<file path="config.mk">
export PLATFORM = sky130hd
export DESIGN_NAME = switch_debouncer
export DESIGN_NICKNAME = d
export VERILOG_FILES = /design/src/rtl/switch_debouncer.sv
export SDC_FILE = /design/constraint.sdc
export NUM_CORES = 1
export LEC_CHECK = 0
export CORE_ASPECT_RATIO = 1.1
export CORE_MARGIN = 4
export CORE_UTILIZATION = 43
export CTS_BUF_LIST = sky130_fd_sc_hd__clkbuf_16
export CTS_CLUSTER_SIZE = 10
export DETAILED_ROUTE_END_ITERATION = 8
export GPL_ROUTABILITY_DRIVEN = 0
export HOLD_SLACK_MARGIN = 0.15
export MAX_ROUTING_LAYER = met4
export PLACE_DENSITY_LB_ADDON = 0.15
export SLEW_MARGIN = 30
export SYNTH_ARGS = -nofsm -noshare
export SYNTH_HDL_FRONTEND = slang
export SYNTH_SLANG_ARGS = --single-unit
</file>
<file path="constraint.sdc">
create_clock -name clk_clk -period 2.65 [get_ports clk_clk]
set_clock_uncertainty 0.05 [all_clocks]
set_input_delay 0.53 -clock clk_clk [delete_from_list [all_inputs] [get_ports clk_clk]]
set_output_delay 0.53 -clock clk_clk [all_outputs]
set_load 0.01 [all_outputs]
</file>
<file path="src/rtl/switch_debouncer.sv">
`default_nettype none
// ============================================================================
// switch_debouncer : per-bit 2-flop synchronizer and counter debounce feeding
//                    a one-deep change-snapshot handshake.
// Optional: define SWITCH_OVERRUN_EN for the sticky overrun flag/drop counter.
// Revision: 1.0
// ============================================================================

module switch_debouncer #(
  parameter int WIDTH           = 5,
  parameter int DEBOUNCE_CYCLES = 50000
) (
  input  logic             clk_clk,
  input  logic             reset_reset,
  input  logic [WIDTH-1:0] switches_in,
  output logic [WIDTH-1:0] switches_stable,
  output logic             change_valid,
  output logic [WIDTH-1:0] change_value,
  input  logic             change_ack,
  output logic             overrun,
  output logic [7:0]       drop_count
);

  localparam int               CNT_W    = (DEBOUNCE_CYCLES > 1) ? $clog2(DEBOUNCE_CYCLES) : 1;
  localparam logic [CNT_W-1:0] CNT_LAST = CNT_W'(DEBOUNCE_CYCLES - 1);

  typedef enum logic [0:0] {
    EMPTY   = 1'b0,
    PENDING = 1'b1
  } state_t;

  logic [WIDTH-1:0] sync1_q, sync1_d;
  logic [WIDTH-1:0] sync2_q, sync2_d;
  logic [WIDTH-1:0] stable_q, stable_d;
  logic [WIDTH-1:0] out_q, out_d;
  logic [WIDTH-1:0] change_value_q, change_value_d;
  logic [CNT_W-1:0] cnt_q [WIDTH];
  logic [CNT_W-1:0] cnt_d [WIDTH];
  state_t           state_q, state_d;
  logic             change_event;

  // Debounce: each bit's counter runs only while the synchronized level
  // disagrees with the qualified level.
  always_comb begin
    sync1_d  = switches_in;
    sync2_d  = sync1_q;
    stable_d = stable_q;
    for (int i = 0; i < WIDTH; i++) begin
      cnt_d[i] = '0;
      if (sync2_q[i] != stable_q[i]) begin
        if (cnt_q[i] == CNT_LAST) begin
          stable_d[i] = sync2_q[i];
        end else begin
          cnt_d[i] = cnt_q[i] + CNT_W'(1);
        end
      end
    end
  end

  // Registered export stage; events are detected here so the exported level
  // and the snapshot update on the same edge.
  always_comb begin
    out_d        = stable_q;
    change_event = (out_d != out_q);
  end

  always_comb begin
    state_d        = state_q;
    change_value_d = change_value_q;
    case (state_q)
      EMPTY: begin
        if (change_event) begin
          state_d        = PENDING;
          change_value_d = out_d;
        end
      end
      PENDING: begin
        if (change_event) begin
          change_value_d = out_d;
        end else if (change_ack) begin
          state_d = EMPTY;
        end
      end
      default: begin
        state_d = EMPTY;
      end
    endcase
  end

  always_ff @(posedge clk_clk) begin
    if (reset_reset) begin
      sync1_q        <= '0;
      sync2_q        <= '0;
      stable_q       <= '0;
      out_q          <= '0;
      change_value_q <= '0;
      cnt_q          <= '{default: '0};
      state_q        <= EMPTY;
    end else begin
      sync1_q        <= sync1_d;
      sync2_q        <= sync2_d;
      stable_q       <= stable_d;
      out_q          <= out_d;
      change_value_q <= change_value_d;
      cnt_q          <= cnt_d;
      state_q        <= state_d;
    end
  end

  assign switches_stable = out_q;
  assign change_valid    = (state_q == PENDING);
  assign change_value    = change_value_q;

`ifdef SWITCH_OVERRUN_EN
  logic       overrun_q, overrun_d;
  logic [7:0] drop_count_q, drop_count_d;

  // An unacknowledged snapshot overwritten by a newer event is an overrun;
  // an ack in the same cycle as the event is a clean hand-over instead.
  always_comb begin
    overrun_d    = overrun_q;
    drop_count_d = drop_count_q;
    if ((state_q == PENDING) && change_event && !change_ack) begin
      overrun_d = 1'b1;
      if (drop_count_q != 8'hFF) begin
        drop_count_d = drop_count_q + 8'd1;
      end
    end else if ((state_q == PENDING) && change_ack) begin
      overrun_d = 1'b0;
    end
  end

  always_ff @(posedge clk_clk) begin
    if (reset_reset) begin
      overrun_q    <= 1'b0;
      drop_count_q <= 8'd0;
    end else begin
      overrun_q    <= overrun_d;
      drop_count_q <= drop_count_d;
    end
  end

  assign overrun    = overrun_q;
  assign drop_count = drop_count_q;
`else
  assign overrun    = 1'b0;
  assign drop_count = 8'd0;
`endif

endmodule

`default_nettype wire

</file>
Yosys cells after proc, flatten, opt, wreduce, memory -nomap -nowiden --
Index checks and enable logic that the tools add are counted.
Word-level totals: register bits after elaboration 106, bits of input ports 8, output and inout bits 20, logic and storage cells 52
Cells by class: $add $sub $neg 5, equal/unequal tests 11, mux-type cells 5, bitwise gates (word level) 6, reduce and logical (&&, ||, !) cells 10
Operators with widths (number):
- $add A16 B1 Y16 const B | 5
- $eq A16 B16 Y1 const B | 5
- $reduce_or A3 Y1 | 5
- $reduce_and A2 Y1 | 5
- $not A1 Y1 | 6
- $mux W5 | 1
- $ne A1 B1 Y1 | 5
- $ne A5 B5 Y1 | 1
- $mux W1 | 3
- $pmux W1 S2 | 1

Logic depth before layout (Yosys ltp) --
depth in word-level cells 3, mapped depth 7, depth with buffers taken out 5

Worst setup path after synthesis --
No wires, ideal clock.
kind flip-flop to flip-flop, start register cnt_q[32] (netlist name), end register cnt_q[41] (netlist name), library setup time 0.115 ns, arrival time 1.733 ns, data required time 2.485 ns, path slack 0.752 ns, stages on the path, launching flop included 7, buffers on the path 1, period minus slack after synthesis 1.898 ns, cells stage by stage dfxtp_1 -> ha_1 -> nand3_1 -> or4_1 -> o31ai_4 -> buf_4 -> nor2_1
Between the ends: word-level cells in the longest chain between the ends 2, elaborated cells between the ends (all ways) 3, classes of those cells 1 x add/sub; 1 x eq/ne; 1 x reduce/logical
Ends and longest elaborated chain:
- start, declared | RTL line 37 | logic [CNT_W-1:0] cnt_q [WIDTH];
- start signal, assigned | RTL line 105 | cnt_q <= cnt_d;
- branches (longest 2 deep; another with $add A16 B1 Y16)
Several ways; the timed one is not identified. A chain may end at the register's enable or synchronous reset.

Worst setup path in the final report --
start register cnt_q[32] (netlist name), end register cnt_q[37] (netlist name)
The elaborated chain is that of the path after synthesis.

==> run summary <==
The run finished with clean final reports. STA classifies the critical path endpoint as a flip-flop. TritonCTS built the clock tree. Summed over all failing endpoints, the final setup total negative slack is 0 ps. The floorplan has 39 rows. The overall die height came out at 116 µm.

The violation count after the first detailed-routing iteration is 77. Of the cells placed in the final design, the portion with a size suffix greater than 1 is 6.41%. The starting utilization of the core area is 43.8%. The slew of the pin with the lowest slew margin is 650 ps. The number of setup buffers added after CTS is 0. Entering global routing, the biggest net connects 17 pins. The number of vias per cell came out at 4.86. The aggregate routed wire length is 7690 µm.

Relative to the synthesized area, the layout overhead comes to 12.0%. The all-layer global routing usage came out at between 10% and 20%. The portion of synthesized cell area occupied by the leading cell type came out at 46.9%. Once placement finished, the instance area stood at a little under 5000 µm².

The post-detailed-placement half-perimeter wirelength came out at roughly 5400 µm. The headroom to the max-slew limit is 56.7%. The part of the Yosys area used for sequential elements came out at a little under half. The number of levels the H-tree was split into is 3. The clock edge transition at the registers on the reported setup and hold paths came out at around 60 ps.

The final instance area came out at 5070 µm². The remaining antenna violation count is 0. The type of element launching the critical path is a flip-flop. The final-layout fill cell count is 997. The final-report max-slew violation count is 0. The number of global-route vias before repair came out at 3113. Setup repair after global routing left no endpoint under its margin. Across the VDD grid, the largest voltage drop is 0.280 mV. The cell count after placement came out at 643. The most critical setup path has its startpoint at cnt_q[32]$_SDFF_PP0_. Port buffering added 18 buffers. The largest total area in the synthesized netlist belongs to dfxtp_1. The kind of critical path is flip-flop to flip-flop. In this run, synthesis produced a sequential element count of 106. Yosys mapped the design onto 40 distinct sky130hd cell types. Leaving out fill and tap cells, the most frequent cells in the layout are dfxtp_1, nor2_1, xnor2_1, nand3_1. Yosys attributes the largest share of cell area to dfxtp_1, xnor2_1, nor2_1, xor2_1, nand3_1. The post-route non-filler standard cell count came out at 658. The analysis attributes to cell leakage a power of 1.57 nW. The first-pass detailed-route iteration total came out at 4. The number of hold buffers added after CTS was 0. The post-route minimum period is 2190 ps. The minimum setup slack among reg-to-reg paths came out at 460 ps. The tightest hold path in the finished design has a slack of around 390 ps. In this run, post-CTS repair resized a total of 0 instances. In this run the critical register-to-register path is captured at cnt_q[37]$_SDFF_PP0_.

The count of cells along the worst register-to-register path came out at 5. The number of clock sinks seen by CTS came out at 106. The arrival time of data at the critical path endpoint came out at around 2300 ps. The maximum fanout along the worst path is 16. The wire length per cell after detailed routing came out at ~12 µm. The number of vias after detailed routing is 3198. After detailed routing, the number of remaining DRC violations is 0.

The worst path uses ~83% of the clock period. Leaving out fill and tap cells, the most frequent cell in the layout is dfxtp_1. During I/O placement, the number of pins put on the boundary was 28.

Synthesis produced a netlist whose cell count is 491. The fmax is 457 MHz. The floorplan die width is 106 µm. The final setup violation count came out at 0. Dividing the synthesized area by the synthesized cell count gives 9.22 µm².

The path class of the lowest-slack min-delay path is flip-flop to flip-flop. In this run the critical register-to-register path is launched from cnt_q[32]$_SDFF_PP0_. The first global-routing pass estimated ~14000 µm of wire. During synthesis, Yosys emitted a total of 0 warnings. The total power divided by cell area is 559 nW/µm². The post-layout net count is about 520. The number of antenna violations at the first check in global routing came to 0. Global routing finished with a remaining overflow of 0. After floorplanning, the core was sized to cover 10300 µm². 0 antenna diodes ended up in the layout. For the worst setup path, the data required time is 2790 ps. In this run the worst setup path terminates at cnt_q[37]$_SDFF_PP0_. TritonCTS created 9 clock buffers. Counting along the longest clock path gives a buffer depth of 2. Max-cap violations in this run came to 0. The clock latency reported for the late side of the worst-skew pair came out at between 300 and 400 ps. The die covers 12200 µm². The final number of hold-violating endpoints is 0. The clock root buffer is clkbuf_16. Summing every instance area after synthesis gives 4530 µm².
[synth_stat cells (all sizes together)]
library cell,number
nand2b,4
nand2,21
or2,3
nor4b,1
nor2b,18
o41ai,1
mux2,4
nor2,90
or4bb,2
or3,5
a21oi,4
nand3,25
mux2i,6
clkbuf,6
or4,6
and3,3
xnor2,57
ha,5
o21ai,2
and4bb,1
nor4bb,1
xor2,20
dfxtp,106
nand4bb,1
inv,15
o31ai,1
conb,1
or3b,1
buf,15
and4,3
nor3,20
nor4,20
nand4,20
nand4b,3
[per-stage QoR]
| step | utilization, % | power (mW) | setup WS [ps] |
|---|---|---|---|
| final | 49.0 | 2.84 | 461 |
| after global routing | 49.0 | 2.97 | 241 |
| after CTS | 49.0 | 2.90 | 399 |
| after detailed placement | 46.5 | 1.69 | 412 |
| after global placement | 46.5 | 1.69 | 446 |
| after floorplan | - | 1.68 | 752 |
[power by group]
group	internal (mW)	leakage [nW]	switching [mW]
logic	0.0207	0.581	0.0271
registers	1.60	0.856	0.00517
clock network	0.627	0.134	0.556
[critical path, cell delays in order (launching register included)]
cell	delay, ps
dfxtp_1	360
ha_1	200
nand3_1	210
or4_1	540
o31ai_4	570
nor2_1	110
[final cells by class]
cell class              count  area (µm²)  area share, %
well taps                 143         179           3.53
clock inverters             6        37.5          0.740
multi-input cells         357        2240           44.2
repair buffers             22         210           4.14
flip-flops and latches    106        2120           41.8
clock buffers               9         225           4.44
inverters                  15        56.3           1.11
[worst min-delay path by stage]
| stage | startpoint | to | slack [ps] | depth (start not counted) |
|---|---|---|---|---|
| CTS | sync1_q[2]$_SDFF_PP0_ | sync2_q[2]$_SDFF_PP0_ | 390 | 1 |
| finish | sync1_q[2]$_SDFF_PP0_ | sync2_q[2]$_SDFF_PP0_ | 390 | 1 |
| global route | sync1_q[0]$_SDFF_PP0_ | sync2_q[0]$_SDFF_PP0_ | 420 | 1 |
| detailed placement | sync1_q[2]$_SDFF_PP0_ | sync2_q[2]$_SDFF_PP0_ | 380 | 1 |
| floorplan | sync1_q[0]$_SDFF_PP0_ | sync2_q[0]$_SDFF_PP0_ | 360 | 1 |
| global placement | sync1_q[1]$_SDFF_PP0_ | sync2_q[1]$_SDFF_PP0_ | 370 | 1 |
[per-layer routing]
metal  vias up  GRT usage [%]  wire, µm
met5         -              -         0
met4         0           6.13       140
met1      1458           17.4      3890
li1       1686              -         -
met2        43           22.6      3460
met3        11           2.51       201
[sequential cells by signal, summed over array words and instances (netlist names)]
register / cells
sync2_q: 5
cnt_q: 80
change_value: 5
switches_stable: 5
sync1_q: 5
out_d: 5
change_valid: 1
[cells by family (layout without fill, tap and decap cells)]
group / after synthesis / count (layout) / share of synthesized area (%)
AOI/OAI and AO/OA: 8 / 8 / 1.33
buffers and inverters: 36 / 52 / 4.25
DFF: 106 / 106 / 46.9
and+or+nand+nor: 248 / 248 / 28.9
xor gates and xnor gates: 77 / 77 / 14.9
adders and majority gates: 5 / 5 / 1.38
other: 1 / 9 / 0.0828
muxes: 10 / 10 / 2.32
No activity file was read; power rests on OpenSTA's default activity.
